### src/rtl/sixteen_bit_up_counter_pkg.sv
// Shared definitions for the sixteen-bit up counter: data width and FSM state encodings.
package sixteen_bit_up_counter_pkg;

    // Counter, target and load width. Only 16 is supported.
    localparam int CNT_W = 16;

    // Controller states; the encodings are fixed so the bench can name them too.
    typedef enum logic [1:0] {
        IDLE  = 2'd0,
        COUNT = 2'd1,
        DONE  = 2'd2
    } state_t;

endpackage

### src/rtl/full_add.sv
// One-bit full adder cell used to build the ripple incrementer.
module full_add (
    input  logic a,
    input  logic b,
    input  logic cin,
    output logic s,
    output logic cout
);

    // Sum and carry of three one-bit operands.
    always_comb begin
        s    = a ^ b ^ cin;
        cout = (a & b) | (a & cin) | (b & cin);
    end

endmodule

### src/rtl/sixteen_bit_incrementer.sv
// Ripple incrementer: s = a + 1, cout is the carry out of the top bit
// (set only when a is all ones, i.e. the value wraps to zero).
module sixteen_bit_incrementer
    import sixteen_bit_up_counter_pkg::*;
(
    input  logic [CNT_W-1:0] a,
    output logic [CNT_W-1:0] s,
    output logic             cout
);

    // carry[0] is the "+1" injected at the bottom of the chain.
    logic [CNT_W:0] carry;

    assign carry[0] = 1'b1;

    for (genvar i = 0; i < CNT_W; i++) begin : g_stage
        full_add u_fa (
            .a    (a[i]),
            .b    (1'b0),
            .cin  (carry[i]),
            .s    (s[i]),
            .cout (carry[i+1])
        );
    end

    assign cout = carry[CNT_W];

endmodule

### src/rtl/sixteen_bit_up_counter.sv
// Loadable 16-bit up counter with start/stop control, terminal-value detection,
// wrap pulse and sticky overflow flag. All outputs come straight from flops.
module sixteen_bit_up_counter
    import sixteen_bit_up_counter_pkg::*;
#(
    parameter int WIDTH = CNT_W
) (
    input  logic             clk,
    input  logic             rst,
    input  logic             load,
    input  logic [WIDTH-1:0] load_val,
    input  logic             start,
    input  logic [WIDTH-1:0] target,
    input  logic             stop,
    input  logic             clr_ovf,
    output logic [WIDTH-1:0] count,
    output logic             busy,
    output logic             done,
    output logic             wrap,
    output logic             ovf
);

    state_t           state;
    state_t           next_state;
    logic [WIDTH-1:0] target_q;
    logic [WIDTH-1:0] next_count;
    logic [WIDTH-1:0] next_target;
    logic             wrap_evt;
    logic [WIDTH-1:0] inc_s;
    logic             inc_cout;

    sixteen_bit_incrementer u_inc (
        .a    (count),
        .s    (inc_s),
        .cout (inc_cout)
    );

    // State, count and sampled target registers.
    always_ff @(posedge clk or posedge rst) begin
        if (rst) begin
            state    <= IDLE;
            count    <= '0;
            target_q <= '0;
        end else begin
            state    <= next_state;
            count    <= next_count;
            target_q <= next_target;
        end
    end

    // Next-state logic: requests are only honoured in the state that owns them.
    // Stop beats reaching target, and load beats start in IDLE.
    always_comb begin
        next_state  = state;
        next_count  = count;
        next_target = target_q;
        wrap_evt    = 1'b0;
        case (state)
            IDLE: begin
                if (load) begin
                    next_count = load_val;
                end else if (start) begin
                    next_target = target;
                    if (target == count) begin
                        next_state = DONE;
                    end else begin
                        next_state = COUNT;
                    end
                end
            end
            COUNT: begin
                if (stop) begin
                    next_state = IDLE;
                end else begin
                    next_count = inc_s;
                    wrap_evt   = inc_cout;
                    if (inc_s == target_q) begin
                        next_state = DONE;
                    end
                end
            end
            DONE: begin
                next_state = IDLE;
            end
            default: begin
                next_state = IDLE;
            end
        endcase
    end

    // Status flags registered from the next state so they line up with count.
    always_ff @(posedge clk or posedge rst) begin
        if (rst) begin
            busy <= 1'b0;
            done <= 1'b0;
            wrap <= 1'b0;
        end else begin
            busy <= (next_state == COUNT);
            done <= (next_state == DONE);
            wrap <= wrap_evt;
        end
    end

    // Sticky overflow: a wrap on the same edge as clr_ovf keeps the flag set.
    always_ff @(posedge clk or posedge rst) begin
        if (rst) begin
            ovf <= 1'b0;
        end else if (wrap_evt) begin
            ovf <= 1'b1;
        end else if (clr_ovf) begin
            ovf <= 1'b0;
        end
    end

endmodule

### config.mk
export PLATFORM = sky130hd
export DESIGN_NAME = sixteen_bit_up_counter
export DESIGN_NICKNAME = d
export VERILOG_FILES = /design/src/rtl/sixteen_bit_up_counter_pkg.sv /design/src/rtl/full_add.sv /design/src/rtl/sixteen_bit_incrementer.sv /design/src/rtl/sixteen_bit_up_counter.sv
export SDC_FILE = /design/constraint.sdc
export NUM_CORES = 1
export LEC_CHECK = 0
export ABC_CLOCK_PERIOD_IN_PS = 7350
export CORE_AREA = 10 10 80 75
export CTS_BUF_LIST = sky130_fd_sc_hd__clkbuf_16
export DETAILED_ROUTE_END_ITERATION = 6
export DIE_AREA = 0 0 90 85
export GPL_ROUTABILITY_DRIVEN = 0
export PLACE_DENSITY = 0.82
export SLEW_MARGIN = 15
export SYNTH_ARGS = -nofsm -noshare
export SYNTH_HDL_FRONTEND = slang
export SYNTH_SLANG_ARGS = --single-unit
### constraint.sdc
create_clock -name clk -period 7.35 [get_ports clk]
set_clock_uncertainty 0.2 [all_clocks]
set_input_delay 1.1025 -clock clk [delete_from_list [all_inputs] [get_ports clk]]
set_output_delay 1.1025 -clock clk [all_outputs]
set_load 0.01 [all_outputs]
==> Yosys cells after proc, flatten, opt, wreduce, memory -nomap -nowiden <==
Cells that the tools add are included.
{ "totals": {"elab_cells": 64, "out_inout_bits": 20, "inputBits": 38, "reg_bits": 38} }
{ "op_classes": {"muxes": 13, "eq_ne": 7, "bitwise": 32, "n_reduce_logical": 5} }
{ "op_table": {"columns": ["operator", "count"], "rows": [
  ["$eq 16x16->1", 2],
  ["$mux 16", 2],
  ["$pmux 16 s2", 1],
  ["$and 1x1->1", 15],
  ["$xor 1x1->1", 15],
  ["$mux 2", 5],
  ["$reduce_and 3->1", 2],
  ["$eq 2x1->1 const B", 2],
  ["$mux 1", 4],
  ["$ne 2x2->1 const B", 2],
  ["$pmux 2 s2", 1],
  ["$reduce_bool 2->1", 2],
  ["$eq 2x2->1 const B", 1],
  ["$logic_not 2->1", 1],
  ["$not 1->1", 2]
]} }

==> Logic depth before layout (Yosys ltp) <==
{ "depth": {"depth_word": 20, "mapped_depth": 19} }

==> By module <==
A second synthesis with hierarchy kept.
{ "hier_totals": {"hier_cells": 183, "area_unflattened_um2": 2265.9} }
{ "modules_own_cells": {"columns": ["module", "seq_area_each_um2", "instances", "cells_each", "area_per_inst_um2"], "rows": [
  ["sixteen_bit_up_counter", 950.9, 1, 165, 1938.1],
  ["full_add", 0.0, 16, 1, 20.0],
  ["sixteen_bit_incrementer", 0.0, 1, 2, 7.5]
]} }

==> Worst setup path after synthesis <==
No wires, ideal clock.
{ "synth_path": {"path_type": "reg-to-reg", "from": "register count[0]", "to": "register done", "slack_ns": 2.890, "t_required_ns": 7.082, "synth_period_minus_slack_ns": 4.460, "stages_incl_launch_ff": 20, "path_buffers": 0, "arrival_time_ns": 4.193, "path_cell_list": "dfrtp_1 > ha_1 > ha_1 > ha_1 > ha_1 > ha_1 > ha_1 > ha_1 > ha_1 > ha_1 > ha_1 > ha_1 > ha_1 > ha_1 > ha_1 > ha_1 > xnor2_1 > nand4_1 > nor4_1 > a22o_1"} }
{ "synth_between": {"elab_chain_cells": 20, "elab_cells_between_ends": 39, "classes_between": "eq/ne (3); mux (6); bitwise (30)"} }
{ "synth_rtl": {"columns": ["item", "line", "rtl"], "rows": [
  ["start, declared", "sixteen_bit_up_counter.sv:16", "output logic [WIDTH-1:0] count,"],
  ["start signal, assigned", "sixteen_bit_up_counter.sv:46", "count <= next_count;"],
  ["$and 1x1->1 (14 in a row)", "full_add.sv:13", "cout = (a & b) | (a & cin) | (b & cin);"],
  ["$xor 1x1->1", "full_add.sv:12", "s = a ^ b ^ cin;"],
  ["$eq 16x16->1", "sixteen_bit_up_counter.sv:77", "if (inc_s == target_q) begin"],
  ["$mux 2", "sixteen_bit_up_counter.sv:77", null],
  ["$mux 2", "sixteen_bit_up_counter.sv:72", "if (stop) begin"],
  ["$pmux 2 s2 (*)", "sixteen_bit_up_counter.sv:58", "case (state)"],
  ["$eq 2x2->1 (*)", "sixteen_bit_up_counter.sv:99", "done <= (next_state == DONE);"],
  ["end signal, assigned", "sixteen_bit_up_counter.sv:99", null],
  ["end, declared", "sixteen_bit_up_counter.sv:18", "output logic done,"]
]} }
Mark *: on every way between the ends. The rest lies on a longest branch, timed or not.
A chain may end at the register's enable or synchronous reset.

==> Worst setup path after layout <==
{ "layout_path": {"from": "register count[0]", "to": "register busy"} }
{ "layout_between": {"elab_chain_cells": 20, "elab_cells_between_ends": 39, "classes_between": "eq/ne (3); mux (6); bitwise (30)"} }
{ "layout_rtl": {"columns": ["item", "line", "rtl"], "rows": [
  ["$and 1x1->1 (14 in a row)", "full_add.sv:13", null],
  ["$xor 1x1->1", "full_add.sv:12", null],
  ["$eq 16x16->1", "sixteen_bit_up_counter.sv:77", null],
  ["$mux 2", "sixteen_bit_up_counter.sv:77", null],
  ["$mux 2", "sixteen_bit_up_counter.sv:72", null],
  ["$pmux 2 s2 (*)", "sixteen_bit_up_counter.sv:58", null],
  ["$eq 2x1->1 (*)", "sixteen_bit_up_counter.sv:98", "busy <= (next_state == COUNT);"],
  ["end signal, assigned", "sixteen_bit_up_counter.sv:98", null],
  ["end, declared", "sixteen_bit_up_counter.sv:17", "output logic busy,"]
]} }
Marked as above.

==> impl_metrics.csv <==
group,metric,value,unit
setup_path,path_class,"flop to flop",
floorplanning,die_w,90,um
power,powerDensity,279,nW/um2
drt,drt_iter0_markers,94,
setup_path,worstReg2RegEnd,"busy",
floorplanning,core_area,4350,um2
timing,period_needed,4.96,ns
layout,final_cell_area,2910,um2
global_routing,grt_max_degree,39,
yosys,yosysSeqAreaShare,42.4,%
timing,timing.final.crit_share,67.5,%
layout,drive_gt1_share,11.9,%
timing,slew_viol_final,0,
flow_run,drv_cap,0,
clock_tree,clockBufferDepth,2,
floorplanning,start_util,51.6,%
global_routing,grt_usage,13.5,%
floorplanning,fp.dieArea,7650,um2
global_routing,grt.overflow.total,0,
global_routing,antenna_found_initial,0,
floorplanning,fp.dieH,85,um
drt,routed_wl,5.16,mm
timing,slew_headroom,22.3,%
timing,setup_slack,2.39,ns
drt,wl_per_cell,16.9,um
setup_path,crit_required,7.26,ns
clock_tree,clk_latency,0.28,ns
setup_path,rr_worst_depth,19,
setup_path,crit_arrival,4.87,ns
yosys,syn_nets,250,
timing,hold_viol,0,
hold_path,min_from,"ovf",
timing,setup_viol,0,
drt,route.detailed.drc,0,
floorplanning,io_pins,58,
layout,area_growth,29.6,%
timing,tns,0,ns
power,leakage,1.24,nW
clock_tree,cts_hold_buffers,0,
yosys,yosysTopAreaCellShare,42.4,%
status,outcome,"complete, no violations",
power,irDropWorstVdd,0.134,mV
hold_path,hp-class,"flop to flop",
timing,fmax,0.202,GHz
yosys,ys_types,24,
place,portBuffers,57,
hold_path,holdPathStages,1,
layout,nets,295,
hold_path,holdPathEnd,"ovf",
setup_path,r2r_start,"count[0]",
drt,num_vias,1555,
yosys,ys_ff_latch,38,
drt,firstDrtPassIters,4,
global_routing,grt_pass1_wl,8.38,mm
floorplanning,rows,23,
clock_tree,cts_sinks,38,
setup_path,rrSetupSlack,2.39,ns
yosys,syn_avg_cell_area,11.4,um2
timing,grt_setup_unrepaired,"no",
yosys,syn_inst,197,
clock_tree,htreeDepth,2,
yosys,yosysMostFrequentCell,"dfrtp_1",
clock_tree,clkTransAtPathRegs,0.05,ns
place,dpl_cell_area,2750,um2
setup_path,worst_setup_path_end_kind,"flop",
layout,post-route-util,66.9,%
clock_tree,cts_setup_buffers,0,
drt,vias_per_cell,5.10,
setup_path,start_kind,"flop",
layout,fillers,339,
yosys,netlist_top_cells_area,"dfrtp_1 (42%), xnor2_1 (12%), ha_1 (8.4%)",
yosys,yosys-top-cells-count,"dfrtp_1 (38), xnor2_1 (31), buf_4 (18)",
place,detailedPlace.worstSlack,2.47,ns
yosys,synth_edf_count,0,
global_routing,first_global_vias,1632,
layout,diodes,0,
drt,ant_nets,0,
yosys,synthArstFlopShare,100,%
place,place.detailed.hpwl,3.90,mm
yosys,ys_warn_count,0,
timing,worst_slew_pin_slew,1.17,ns
yosys,syn_area,2240,um2
setup_path,cp_max_fo,6,
yosys,yosysTopAreaCell,"dfrtp_1",
clock_tree,cts_root_buffer,"clkbuf_16",
yosys,ys.flop_type,"dfrtp_1",
clock_tree,ctsResizeCount,0,
clock_tree,cts_tree,"built",
clock_tree,numCtsBuffers,5,
==> worst max path at each step <==
stage          startpoint  endpoint  slack, ns  depth (start not counted)
3_5_place_dp     count[0]      busy       2.47                         19
2_1_floorplan    count[0]      done       2.89                         19
4_1_cts          count[0]      busy       2.41                         19
3_3_place_gp     count[0]      busy       2.69                         19
5_1_grt          count[0]      busy       2.16                         19
6_report         count[0]      busy       2.39                         19
==> per-stage QoR <==
step | hold slack (ns) | power [mW] | std cells
final | 0.277 | 0.812 | 305
after global routing | 0.311 | 0.858 | 305
after CTS | 0.284 | 0.821 | 304
after detailed placement | 0.272 | 0.610 | 296
after global placement | 0.263 | 0.606 | 296
after floorplan | 0.301 | 0.518 | 197
==> worst max-delay path, cell delays in order (launching register included) <==
cell and delay (ns):
dfrtp_1 0.44, ha_1 0.21, ha_1 0.21, ha_1 0.20, ha_1 0.20, ha_1 0.20
ha_1 0.20, ha_1 0.20, ha_1 0.21, ha_1 0.21, ha_1 0.21, ha_1 0.20
ha_1 0.20, ha_1 0.19, ha_1 0.19, ha_1 0.33, xnor2_1 0.19, nand4_1 0.11
nor4_1 0.51, o32ai_1 0.17
==> cells by family (layout without fill, tap and decap cells) <==
group                      count (synthesis)  count (layout)  synth area share, %
AOI/OAI and AO/OA                         21              21                 5.47
xor gates and xnor gates                  32              32                 12.5
adders and majority gates                 15              15                 8.37
buffers and inverters                     24              70                 7.47
DFF                                       38              38                 42.4
muxes                                     32              32                 15.2
and+or+nand+nor                           35              35                 8.64
==> flip-flops by register name, summed over array words and instances (netlist names) <==
signal / cells
target_q: 16
busy: 1
state: 2
ovf: 1
count: 16
wrap: 1
done: 1
==> per-layer routing <==
metal  part of all wire [%]  GRT usage (%)  up-vias
met3                    5.3           5.37        6
li1                       -              -      763
met4                    1.1           3.90        0
met2                     46           20.6       43
met1                     48           17.3      743
met5                      0              0        -
==> power by group <==
part	internal [mW]	switching (mW)	leakage (nW)	total, mW
combinational	0.173	0.130	0.731	0.302
clock	0.124	0.0814	0.0672	0.205
sequential	0.255	0.0498	0.446	0.304
==> final cells by class <==
class | instances | area, um2 | area share (%)
Timing Repair Buffer | 60 | 601 | 20.7
Sequential cell | 38 | 951 | 32.7
Tap cell | 62 | 77.6 | 2.67
Multi-Input combinational cell | 135 | 1130 | 38.8
Clock inverter | 3 | 16.3 | 0.560
Inverter | 2 | 7.51 | 0.258
Clock buffer | 5 | 125 | 4.30
==> placed cells by master, fill, tap and decap left out, types with 3 or more instances in the layout <==
master | Yosys | routed
clkbuf_16 | 0 | 5
nand4_1 | 8 | 8
clkdlybuf4s50_1 | 0 | 57
ha_1 | 15 | 15
a21oi_1 | 16 | 15
xnor2_1 | 31 | 31
mux2_2 | 16 | 16
nand2b_1 | 3 | 3
mux2i_1 | 16 | 16
nor2_1 | 17 | 17
dfrtp_1 | 38 | 38
(Power assumes the default switching activity.)
